[config.mk]
export PLATFORM = sky130hd
export DESIGN_NAME = instr_fetch
export DESIGN_NICKNAME = d
export VERILOG_FILES = /design/src/rtl/instr_fetch.sv
export SDC_FILE = /design/constraint.sdc
export NUM_CORES = 1
export LEC_CHECK = 0
export CAP_MARGIN = 25
export CORE_MARGIN = 2
export CORE_UTILIZATION = 46
export CTS_BUF_LIST = sky130_fd_sc_hd__clkbuf_4
export CTS_CLUSTER_DIAMETER = 200
export DETAILED_ROUTE_END_ITERATION = 10
export PLACE_DENSITY = 0.75
export SKIP_CTS_REPAIR_TIMING = 1
export SLEW_MARGIN = 20
export SYNTH_ARGS = -nofsm -noshare
export SYNTH_HDL_FRONTEND = slang
export SYNTH_SLANG_ARGS = --single-unit
[constraint.sdc]
create_clock -name i_clk -period 3.2 [get_ports i_clk]
set_input_delay 0.64 -clock i_clk [delete_from_list [all_inputs] [get_ports i_clk]]
set_output_delay 0.64 -clock i_clk [all_outputs]
set_load 0.005 [all_outputs]
[src/rtl/instr_fetch.sv]
// instr_fetch: instruction-fetch stage of the 16-bit pipelined core.
// It owns the fetch PC and issues word requests to instruction memory using a
// variable-latency req/rdy handshake. Fetched {pc, instr} pairs go through a
// small prefetch FIFO and then into the registered IF/ID output, which supports
// stall, flush (branch/jump redirect) and a sticky halt.
//
// Ports:
//   i_clk, i_rst            clock; synchronous active-high reset
//   i_stall                 hold the IF/ID register, no pop
//   i_flush, i_tgtPc        redirect: clear FIFO, fetch PC <= i_tgtPc
//   i_hlt                   set sticky o_halted
//   o_imemAddr, o_imemReq   memory word address (fetch PC) and request
//   i_imemRdy, i_imemData   memory accept; data valid in the same cycle
//   o_instr, o_pc, o_valid  IF/ID instruction, its PC, real-instruction flag
//   o_halted                sticky halt indication
//
// Build option: define FETCH_BYPASS_EN to load a fetched word straight into the
// IF/ID register when the FIFO is empty (1 instruction/cycle, 1 edge latency).
module instr_fetch #(
  parameter logic [15:0] RESET_PC   = 16'h0000,
  parameter int unsigned FIFO_DEPTH = 2,
  parameter logic [15:0] NOP_INSTR  = 16'h0000
) (
  input  logic        i_clk,
  input  logic        i_rst,
  input  logic        i_stall,
  input  logic        i_flush,
  input  logic [15:0] i_tgtPc,
  input  logic        i_hlt,
  output logic [15:0] o_imemAddr,
  output logic        o_imemReq,
  input  logic        i_imemRdy,
  input  logic [15:0] i_imemData,
  output logic [15:0] o_instr,
  output logic [15:0] o_pc,
  output logic        o_valid,
  output logic        o_halted
);

  localparam int unsigned PtrW = (FIFO_DEPTH > 2) ? 2 : 1;
  localparam int unsigned CntW = 3;
  localparam logic [CntW-1:0] DepthC  = CntW'(FIFO_DEPTH);
  localparam logic [PtrW-1:0] LastPtr = PtrW'(FIFO_DEPTH - 1);

  logic [15:0]     fpc_q;
  logic [15:0]     fifo_pc_q    [FIFO_DEPTH];
  logic [15:0]     fifo_instr_q [FIFO_DEPTH];
  logic [PtrW-1:0] wr_ptr_q, rd_ptr_q;
  logic [CntW-1:0] count_q;
  logic            halted_q;
  logic [15:0]     instr_q, pc_q;
  logic            valid_q;

  logic fifo_empty, halt_now, hs, bypass, push, pop;

  // Depth need not be a power of two, so pointers wrap explicitly.
  function automatic logic [PtrW-1:0] ptr_inc(input logic [PtrW-1:0] p);
    return (p == LastPtr) ? '0 : p + 1'b1;
  endfunction

  always_comb begin
    fifo_empty = (count_q == '0);
    // A halt seen at this edge already forces the NOP path.
    halt_now   = halted_q | i_hlt;
    o_imemReq  = !i_rst & !halted_q & !i_flush & (count_q < DepthC);
    hs         = o_imemReq & i_imemRdy;
`ifdef FETCH_BYPASS_EN
    // hs already excludes flush.
    bypass     = hs & fifo_empty & !i_stall & !halt_now;
`else
    bypass     = 1'b0;
`endif
    push       = hs & !bypass;
    pop        = !i_flush & !i_stall & !halt_now & !fifo_empty;
  end

  assign o_imemAddr = fpc_q;
  assign o_instr    = instr_q;
  assign o_pc       = pc_q;
  assign o_valid    = valid_q;
  assign o_halted   = halted_q;

  // Storage needs no reset; count and pointers define what is live.
  always_ff @(posedge i_clk) begin
    if (push) begin
      fifo_pc_q[wr_ptr_q]    <= fpc_q;
      fifo_instr_q[wr_ptr_q] <= i_imemData;
    end
  end

  always_ff @(posedge i_clk) begin
    if (i_rst) begin
      fpc_q    <= RESET_PC;
      wr_ptr_q <= '0;
      rd_ptr_q <= '0;
      count_q  <= '0;
      halted_q <= 1'b0;
      instr_q  <= NOP_INSTR;
      pc_q     <= 16'h0000;
      valid_q  <= 1'b0;
    end else begin
      if (i_hlt) halted_q <= 1'b1;

      if (i_flush) begin
        fpc_q    <= i_tgtPc;
        wr_ptr_q <= '0;
        rd_ptr_q <= '0;
        count_q  <= '0;
      end else begin
        if (hs)   fpc_q    <= fpc_q + 16'd1;
        if (push) wr_ptr_q <= ptr_inc(wr_ptr_q);
        if (pop)  rd_ptr_q <= ptr_inc(rd_ptr_q);
        case ({push, pop})
          2'b10:   count_q <= count_q + 1'b1;
          2'b01:   count_q <= count_q - 1'b1;
          default: count_q <= count_q;
        endcase
      end

      // Flush wins over stall; halt takes the NOP path on non-stalled edges.
      if (i_flush || (!i_stall && halt_now)) begin
        instr_q <= NOP_INSTR;
        valid_q <= 1'b0;
      end else if (!i_stall) begin
        if (bypass) begin
          pc_q    <= fpc_q;
          instr_q <= i_imemData;
          valid_q <= 1'b1;
        end else if (!fifo_empty) begin
          pc_q    <= fifo_pc_q[rd_ptr_q];
          instr_q <= fifo_instr_q[rd_ptr_q];
          valid_q <= 1'b1;
        end else begin
          instr_q <= NOP_INSTR;
          valid_q <= 1'b0;
        end
      end
    end
  end

endmodule
Yosys cells after proc, flatten, opt, wreduce, memory -nomap -nowiden
Memories as Yosys holds them, arrays and structs flattened. A register that Yosys moved wholly into a read port is not among the register bits.
Cells that the tools add are included.
Storage, ports and cells
  memory bits (writable): 64
  memories kept: 2
  input bits: 38
  register bits after elaboration: 39
  logic and storage cells: 53
Memories
  fifo_instr_q: words 2, bits a word 16, rd ports 1, clocked after Yosys merged registers in 1, write ports 1, line 47  | logic [15:0] fifo_instr_q [FIFO_DEPTH];
  fifo_pc_q: words 2, bits a word 16, rd ports 1, clocked after Yosys merged registers in 1, write ports 1, line 46  | logic [15:0] fifo_pc_q [FIFO_DEPTH];
Cells by class
  reductions and logical operators: 14
  multiplexer cells: 11
  bitwise operators: 11
  magnitude comparators: 1
  equality and inequality tests: 2
  $add $sub $neg: 5
Operators by type and width (count)
  $mux 16: 3
  $add 16x1->16 const B: 1
  $and 1x1->1: 7
  $mux 1: 7
  $logic_not 1->1: 6
  $pmux 3 s2: 1
  $reduce_bool 2->1: 2
  $reduce_or 2->1: 2
  $add 3x1->3 const B: 1
  $logic_not 3->1: 1
  $lt 3x2->1 const B: 1
  $not 1->1: 3
  $reduce_and 3->1: 1
  $sub 3x1->3 const B: 1
  $add 1x1->1 const B: 2
  $eq 2x1->1 const B: 1
  $eq 2x2->1 const B: 1
  $logic_and 1x1->1: 1
  $logic_or 1x1->1: 1
  $or 1x1->1: 1

Depth between registers and ports, before layout
Gate-level depths: netlist of run 1.
  depth after elaboration: 7
  mapped depth: 12

Worst setup path before layout of run 1
OpenSTA, ideal clock, no wires.
  kind: in2reg
  from: input port i_flush
  to: memory fifo_instr_q[0][0], enable pin
  buffers on the path: 3
  data required time: 2.779 ns
  setup time: 0.421 ns
  arrival: 2.864 ns
  slack: -0.085 ns
  cell stages on the path: 7
  cells stage by stage: buf_2 nor2_1 and3_1 buf_2 inv_2 buf_2 nor2_1
On the way
  word-level cells in the longest chain between the ends: 6
Ends and longest elaborated chain
  start: declaration: line 27  | input logic i_flush,
  $logic_not 1->1: line 65  | o_imemReq = !i_rst & !halted_q & !i_flush & (count_q < DepthC);
  $and 1x1->1 (2 in a row): line 65
  $and 1x1->1: line 66  | hs = o_imemReq & i_imemRdy;
  $mux 1: line 85  | if (push) begin
  $mux 1 (not written as such): line 87  | fifo_instr_q[wr_ptr_q] <= i_imemData;
  end: declaration: line 47
Every way passes these cells.

Worst setup path in the final report of run 1
  from: input port i_flush
  to: output port o_imemReq
On the way
  word-level cells in the longest chain between the ends: 3
Ends and longest elaborated chain
  $logic_not 1->1: line 65
  $and 1x1->1 (2 in a row): line 65
  end: declaration: line 31  | output logic o_imemReq,
Every way passes these cells.

==> results of run 1 <==
[routing by layer]
layer,global-route usage [%],up-vias,part of all wire (%)
met3,4.18,10,6.3
li1,-,1597,-
met5,0,-,0
met1,24.3,1555,45
met4,8.29,0,0.97
met2,28.8,119,48
[cells by family (layout without fill, tap and decap cells)]
| logic type | Yosys count | in the layout | share of synthesized area, % |
|---|---|---|---|
| compound gates | 81 | 81 | 11.7 |
| simple gates | 112 | 112 | 11.1 |
| fa+ha+maj | 3 | 3 | 0.957 |
| xor+xnor | 5 | 5 | 0.931 |
| mux | 33 | 33 | 7.05 |
| flops | 120 | 120 | 64.7 |
| buf+inv | 33 | 142 | 3.54 |
[metrics by stage]
step | cell area [um2] | std cells
final | 6020 | 629
after global routing | 6020 | 629
after CTS | 6010 | 628
after detailed placement | 5730 | 596
after global placement | 5730 | 596
after floorplan | 4710 | 387
[state kept, by name, summed over array words and instances (netlist names), named ones only]
signal        count
rd_ptr_q          1
count_q           3
o_pc             16
wr_ptr_q          1
fifo_instr_q     32
o_valid           1
fifo_pc_q        32
o_instr          16
o_imemAddr       16
o_halted          1
[path summary, 6_finish.rpt]
kind | from | to | depth (start not counted)
setup / recovery | i_flush | o_imemReq | 4
hold / removal | o_valid | o_valid | 2
setup reg to reg | count_q[2] | count_q[2] | 9
hold reg to reg | o_valid | o_valid | 2
[worst register-to-register path, stage by stage (launching register included)]
cell and delay, ps:
dfxtp_1 400, nor3_1 70, or2_1 250, nor4_4 180
ha_1 240, inv_1 60, fa_1 380, xor2_1 170
or3_1 310, a21oi_1 140
[layout make-up]
type	count	area [um2]
repair buffers	101	998
fillers	793	3840
flip-flops and latches	120	3040
inverters	9	33.8
clock buffers	17	128
well taps	133	166
multi-input cells	234	1500
clock inverters	15	153
[Yosys cell counts, types with 2 or more instances]
library cell | count | area, um2
edfxtp_1 | 64 | 1920
nor2_1 | 64 | 240
dfxtp_1 | 56 | 1120
a21oi_1 | 35 | 175
mux2i_1 | 32 | 320
o21ai_0 | 14 | 70.1
a211oi_2 | 13 | 163
nand2_1 | 13 | 48.8
clkbuf_1 | 11 | 41.3
inv_1 | 8 | 30.0
buf_2 | 7 | 35.0
a31oi_1 | 5 | 31.3
and2_1 | 5 | 31.3
and3_1 | 5 | 31.3
a32oi_1 | 4 | 35.0
buf_6 | 4 | 45.0
nand3_1 | 4 | 20.0
nor3_1 | 4 | 20.0
a211oi_1 | 3 | 22.5
and4_1 | 3 | 26.3
nand4_1 | 3 | 18.8
nor2_2 | 3 | 18.8
xnor2_1 | 3 | 26.3
ha_1 | 2 | 25.0
nand3b_1 | 2 | 15.0
nor4_1 | 2 | 12.5
xor2_1 | 2 | 17.5
[report_power, final]
part / leakage [nW] / internal, mW / total (mW) / switching (mW)
combinational: 0.768 / 0.0929 / 0.169 / 0.0763
clock: 0.144 / 0.466 / 1.04 / 0.575
sequential: 1.03 / 1.65 / 1.68 / 0.0292
==> results.yml, run 1 <==
timing:
  setup_slack_ps: 468
  slew_headroom_pct: 39.0
  worst_slew_pin_slew_ps: 914
  fin_setup_tns_ps: 0
  fmax_mhz: 366
  drv_slew: 0
  clock_skew_ps: 14.4
  finalCritPeriodShare_pct: 85.4
  setup-violations-final: 0
  fin_hold_ws_ps: 467
  hold_viol_final: 0
  min_period_ps: 2730
  rsz0062_at_grt: "no"
grt:
  grt_pass1_wl_um: 15600
  grt_overflow: 0
  antenna_found_initial: 0
  first_global_vias: 3134
  grt_max_degree: 35
  track_usage_pct: 18.4
clocking:
  cts.sinks: 120
  cts.htree.levels: 4
  cts_tree: "done"
  path_clk_slew_ps: 100
  clock_path_buffers: 2
  clkLatencyLatePin_ps: 490
  cts-root-buf: "clkbuf_4"
  cts_buffers: 17
run:
  cap_violations: 0
setup_path:
  worst-path-max-fanout: 4
  crit_top_cell: "clkdlybuf4s50_1"
  cp_data_arrival_time_ps: 2090
  worst-setup-path-type: "primary input to output port"
  critPathMaxStageDelay_ps: 500
  worst-path-buf-inv: 2
  crit_slowest_cell: "clkdlybuf4s50_1"
  ff2ff_setup_slack_ps: 960
  crit_required_ps: 2560
  cp-end-kind: "output port"
  critPathLaunchType: "primary input"
  crit_family: "buffers and inverters"
  path_cells: "clkdlybuf4s50_1, nor2_1, and2_1, clkdlybuf4s50_1"
synth:
  synthFlopType: "edfxtp_1"
  yosysWarnings: 0
  yosysSeqAreaShare_pct: 64.7
  syn_area_um2: 4700
  synthCells: 387
  synth_nets: 428
  async_reset_ff_share_pct: 0
  avgSynthCellArea_um2: 12.2
  ys_seq_elements: 120
  synth.distinct_cells: 43
  synth_edf_count: 64
layout:
  drive_gt1_share_pct: 12.9
  final_nets: 524
  area_delta_synth_final_pct: 28.1
  final_cell_mix: "88 x clkdlybuf4s50_1, 64 x edfxtp_1, 63 x nor2_1"
  final_util_pct: 61.1
  antennaDiodeCount: 0
  layout_commonest_cell: "clkdlybuf4s50_1"
routing:
  drt_iter0_drc: 171
  wl_per_cell_um: 15.2
  vias: 3281
  drc_errors: 0
  drtAntennaViolNets: 0
  routed_wl_um: 9560
  via_per_inst: 5.22
  dr.pass1.iters: 5
placement:
  dp_hpwl_um: 6560
  port_buffers: 88
  gp_routability_congestion: 0.855
  place_ws_ps: 278
floorplanning:
  start_util_pct: 47.7
  die-height_um: 105
  design.die.area_um2: 11100
  die_w_um: 105
  num_rows: 36
  num_io_pins: 89
  fp.coreArea_um2: 9860
power:
  p_leak_nw: 1.94
  power_mw: 2.89
  ir_drop_mv: 0.287
  power_density_nw_per_um2: 479
worst_hold_path:
  hp-class: "flip-flop to flip-flop"
status:
  status: "finished clean"
Power figures use the tool's default switching activity.
==> run 2, diff against run 1 <==
--- a/config.mk
+++ b/config.mk
@@ -6,6 +6,7 @@
 export NUM_CORES = 1
 export LEC_CHECK = 0
 export CAP_MARGIN = 25
+export CORE_ASPECT_RATIO = 0.5
 export CORE_MARGIN = 2
 export CORE_UTILIZATION = 46
 export CTS_BUF_LIST = sky130_fd_sc_hd__clkbuf_4
@@ -13,7 +14,6 @@
 export DETAILED_ROUTE_END_ITERATION = 10
 export PLACE_DENSITY = 0.75
 export SKIP_CTS_REPAIR_TIMING = 1
-export SLEW_MARGIN = 20
 export SYNTH_ARGS = -nofsm -noshare
 export SYNTH_HDL_FRONTEND = slang
 export SYNTH_SLANG_ARGS = --single-unit
==> results.yml, run 2 (synthesis gave the netlist of run 1 again) <==
timing:
  setup_slack_ps: 489
  slew_headroom_pct: 37.9
  fin_hold_ws_ps: 459
  rsz0062_at_grt: "no"
  setup-violations-final: 0
  hold_viol_final: 0
  clock_skew_ps: 15.6
  drv_slew: 0
  worst_slew_pin_slew_ps: 930
  finalCritPeriodShare_pct: 84.7
  min_period_ps: 2710
  fin_setup_tns_ps: 0
  fmax_mhz: 369
placement:
  placed_cells: 603
  dp_hpwl_um: 6190
  place_ws_ps: 287
  gp_routability_congestion: 0.734
  port_buffers: 88
clocking:
  clkLatencyLatePin_ps: 490
  clock_path_buffers: 2
  cts_tree: "done"
  path_clk_slew_ps: 100
  cts.sinks: 120
  cts-root-buf: "clkbuf_4"
  cts.htree.levels: 4
  cts_buffers: 17
setup_path:
  path_cells: "clkdlybuf4s50_1, nor2_1, and2_1, clkdlybuf4s50_1"
  reg2reg_from: "count_q[2]"
  critPathMaxStageDelay_ps: 500
  critPathLaunchType: "primary input"
  worst-path-max-fanout: 4
  crit_family: "buffers and inverters"
  crit_slowest_cell: "clkdlybuf4s50_1"
  worst-path-buf-inv: 2
  worst-setup-path-type: "primary input to output port"
  critPathLaunch: "i_flush"
  crit_required_ps: 2560
  cp-end-kind: "output port"
  crit_top_cell: "clkdlybuf4s50_1"
  cp_data_arrival_time_ps: 2070
routing:
  drtAntennaViolNets: 0
  via_per_inst: 5.08
  vias: 3232
  dr.pass1.iters: 4
  routed_wl_um: 9380
  wl_per_cell_um: 14.7
  drc_errors: 0
  drt_iter0_drc: 167
layout:
  drive_gt1_share_pct: 12.5
  stdcell_count: 636
  layout_commonest_cell: "clkdlybuf4s50_1"
  final_util_pct: 59.4
  area_delta_synth_final_pct: 27.3
  final_nets: 524
  top_regs: "fifo_instr_q x32, fifo_pc_q x32"
  final_cell_mix: "88 x clkdlybuf4s50_1, 64 x edfxtp_1, 63 x nor2_1"
  antennaDiodeCount: 0
grt:
  grt_pass1_wl_um: 15100
  first_global_vias: 3091
  track_usage_pct: 17.9
  grt_overflow: 0
  grt_max_degree: 35
  antenna_found_initial: 0
status:
  status: "finished clean"
run:
  cap_violations: 0
power:
  power_density_nw_per_um2: 459
  ir_drop_mv: 0.216
  p_leak_nw: 1.93
worst_hold_path:
  hp-class: "flip-flop to flip-flop"
  hold_start: "o_valid"
floorplanning:
  num_rows: 26
  die_w_um: 147
  num_io_pins: 89
  fp.coreArea_um2: 10100
  die-height_um: 75.5
  design.die.area_um2: 11100
  start_util_pct: 46.7
==> run 2: changes by cell type in the layout (fill, tap and decap cells not counted), sizes merged <==
cell / before / now
bufinv: 2 / 1
clkinv: 7 / 9
clkinvlp: 3 / 2
inv: 12 / 9
clkbuf: 17 / 20
==> run 2: path summary, 6_finish.rpt <==
check	end	slack, ps	depth (start not counted)
max	o_imemReq	490	4
min	o_valid	460	2
max reg2reg	count_q[2]	1000	9
min reg2reg	o_valid	460	2
==> run 2: report_power, final <==
group	leakage (nW)	switching, mW	internal, mW	total [mW]
sequential	1.03	0.0271	1.65	1.67
combinational	0.769	0.0755	0.0916	0.167
clock	0.132	0.512	0.394	0.905
==> run 2: layout make-up <==
| class | instances | area [um2] |
|---|---|---|
| sequential | 120 | 3040 |
| multi-input combinational | 234 | 1500 |
| clock buffer | 20 | 150 |
| inverter | 9 | 33.8 |
| fill | 847 | 4100 |
| tap | 140 | 175 |
| timing repair buffer | 101 | 998 |
| clock inverter | 12 | 85.1 |
==> run 2: layer usage <==
metal | routed length (um) | vias up | global-route usage [%]
li1 | - | 1602 | -
met1 | 4440 | 1548 | 22.3
met2 | 4440 | 69 | 30.8
met3 | 378 | 13 | 4.07
met4 | 120 | 0 | 8.87
met5 | 0 | - | 0
==> run 2: per-stage QoR <==
step	area, um2	power (mW)
5_1_grt	5990	2.87
6_report	5990	2.75
3_3_place_gp	5730	1.87
3_5_place_dp	5730	1.88
4_1_cts	5960	2.78
2_1_floorplan	4710	1.77
==> run 2: tightest hold or removal path: cells and delay by family, from the launching register on <==
family,cells,cell delay (ps)
flops,1,320
simple gates,1,50
compound gates,1,50
==> run 3, diff against run 2 <==
==> constraint.sdc (replaced) <==
create_clock -name i_clk -period 2.3 [get_ports i_clk]
set_input_delay 0.46 -clock i_clk [delete_from_list [all_inputs] [get_ports i_clk]]
set_output_delay 0.46 -clock i_clk [all_outputs]
set_load 0.005 [all_outputs]
==> results.yml, run 3 (synthesis gave the netlist of run 1 again) <==
status:
  status: "finished, violations left"
  violations: "setup timing"
clocking:
  cts.htree.levels: 4
  path_clk_slew_ps: 110
  cts-root-buf: "clkbuf_4"
  clkLatencyLatePin_ps: 530
  cts.sinks: 120
  cts_buffers: 17
  clock_path_buffers: 2
  cts_tree: "done"
floorplanning:
  die_w_um: 147
  die-height_um: 75.5
  design.die.area_um2: 11100
  num_io_pins: 89
  num_rows: 26
  fp.coreArea_um2: 10100
  start_util_pct: 46.7
worst_hold_path:
  hp-class: "flip-flop to flip-flop"
  hold_path_depth: 2
  holdPathEnd: "o_valid"
  hold_start: "o_valid"
grt:
  grt_pass1_wl_um: 15200
  grt_max_degree: 35
  grt_overflow: 0
  first_global_vias: 3015
  track_usage_pct: 18.3
  antenna_found_initial: 0
setup_path:
  critPathLaunchType: "primary input"
  worst-path-max-fanout: 3
  crit_slowest_cell: "clkdlybuf4s50_1"
  cp_data_arrival_time_ps: 1870
  r2r_end: "count_q[2]"
  path_cells: "clkdlybuf4s50_1, nor2_2, buf_4, and2_1, clkdlybuf4s50_1"
  critPathLaunch: "i_flush"
  worst-r2r-cell-count: 9
  critPathMaxStageDelay_ps: 510
  worst-setup-path-type: "primary input to output port"
  reg2reg_from: "count_q[1]"
  cp-end-kind: "output port"
  ff2ff_setup_slack_ps: 90
  worst-path-buf-inv: 3
  crit_family: "buffers and inverters"
  crit_top_cell: "clkdlybuf4s50_1"
  crit_required_ps: 1840
layout:
  final_cell_mix: "88 x clkdlybuf4s50_1, 64 x edfxtp_1, 62 x nor2_1"
  fillers: 804
  antennaDiodeCount: 0
  fin_area_um2: 6190
  top_regs: "fifo_instr_q x32, fifo_pc_q x32"
  area_delta_synth_final_pct: 31.6
  final_util_pct: 61.4
  final_nets: 532
  layout_commonest_cell: "clkdlybuf4s50_1"
  drive_gt1_share_pct: 15.7
placement:
  port_buffers: 88
  placed_area_um2: 5860
  gp_routability_congestion: 0.759
  dp_hpwl_um: 6140
timing:
  rsz0062_at_grt: "yes"
  fmax_mhz: 429
  setup_slack_ps: -30.9
  fin_setup_tns_ps: -30.9
  hold_viol_final: 0
  setup-violations-final: 1
  drv_slew: 0
  clock_skew_ps: 22.7
  fin_hold_ws_ps: 459
  min_period_ps: 2330
  worst_slew_pin_slew_ps: 450
  finalCritPeriodShare_pct: 101
  slew_headroom_pct: 70.0
power:
  power_density_nw_per_um2: 688
  p_leak_nw: 2.00
  ir_drop_mv: 0.300
routing:
  via_per_inst: 5.07
  routed_wl_um: 9630
  dr.pass1.iters: 5
  vias: 3263
  wl_per_cell_um: 15.0
  drc_errors: 0
  drt_iter0_drc: 277
  drtAntennaViolNets: 0
run:
  cap_violations: 0
-- run 3: worst reg2reg max path: stages (launching register included) --
cell,delay [ps]
dfxtp_1,420
nor3_1,80
or2_1,280
nor4_4,220
ha_4,180
inv_2,40
fa_2,350
xor2_1,160
or3_1,300
a21oi_1,120
-- run 3: final cells by class --
cell class / instances / area, um2 / share of cell area [%]
clock buffer: 17 / 128 / 2.06
multi-input combinational: 234 / 1520 / 24.6
sequential: 120 / 3040 / 49.1
clock inverter: 15 / 203 / 3.27
timing repair buffer: 109 / 1090 / 17.6
inverter: 9 / 33.8 / 0.546
tap: 140 / 175 / 2.83
-- run 3: routing by layer --
layer  routed length (um)  vias to the layer above  GRT usage (%)
met4                  114                        0           6.41
li1                     -                     1614              -
met2                 4590                      122           30.3
met3                  602                       14           6.17
met1                 4320                     1513           23.2
met5                    0                        -              0
-- run 3: how the worst max path moves through the flow --
stage	endpoint	cells past startpoint
3_3_place_gp	count_q[2]	9
3_5_place_dp	count_q[2]	9
2_1_floorplan	count_q[2]	11
6_report	o_imemReq	5
4_1_cts	o_imemReq	5
5_1_grt	o_imemReq	3
-- run 3: through the flow --
stage	setup slack, ps	power, mW	instances
floorplan	-414	2.46	387
global placement	-415	2.62	612
detailed placement	-457	2.62	612
CTS	-39.5	4.31	644
global route	-113	4.44	644
finish	-30.9	4.26	644
-- run 3: power breakdown --
| group | leakage (nW) | switching (mW) | internal [mW] |
|---|---|---|---|
| Combinational | 0.818 | 0.110 | 0.138 |
| Clock | 0.160 | 0.821 | 0.864 |
| Sequential | 1.03 | 0.0375 | 2.29 |
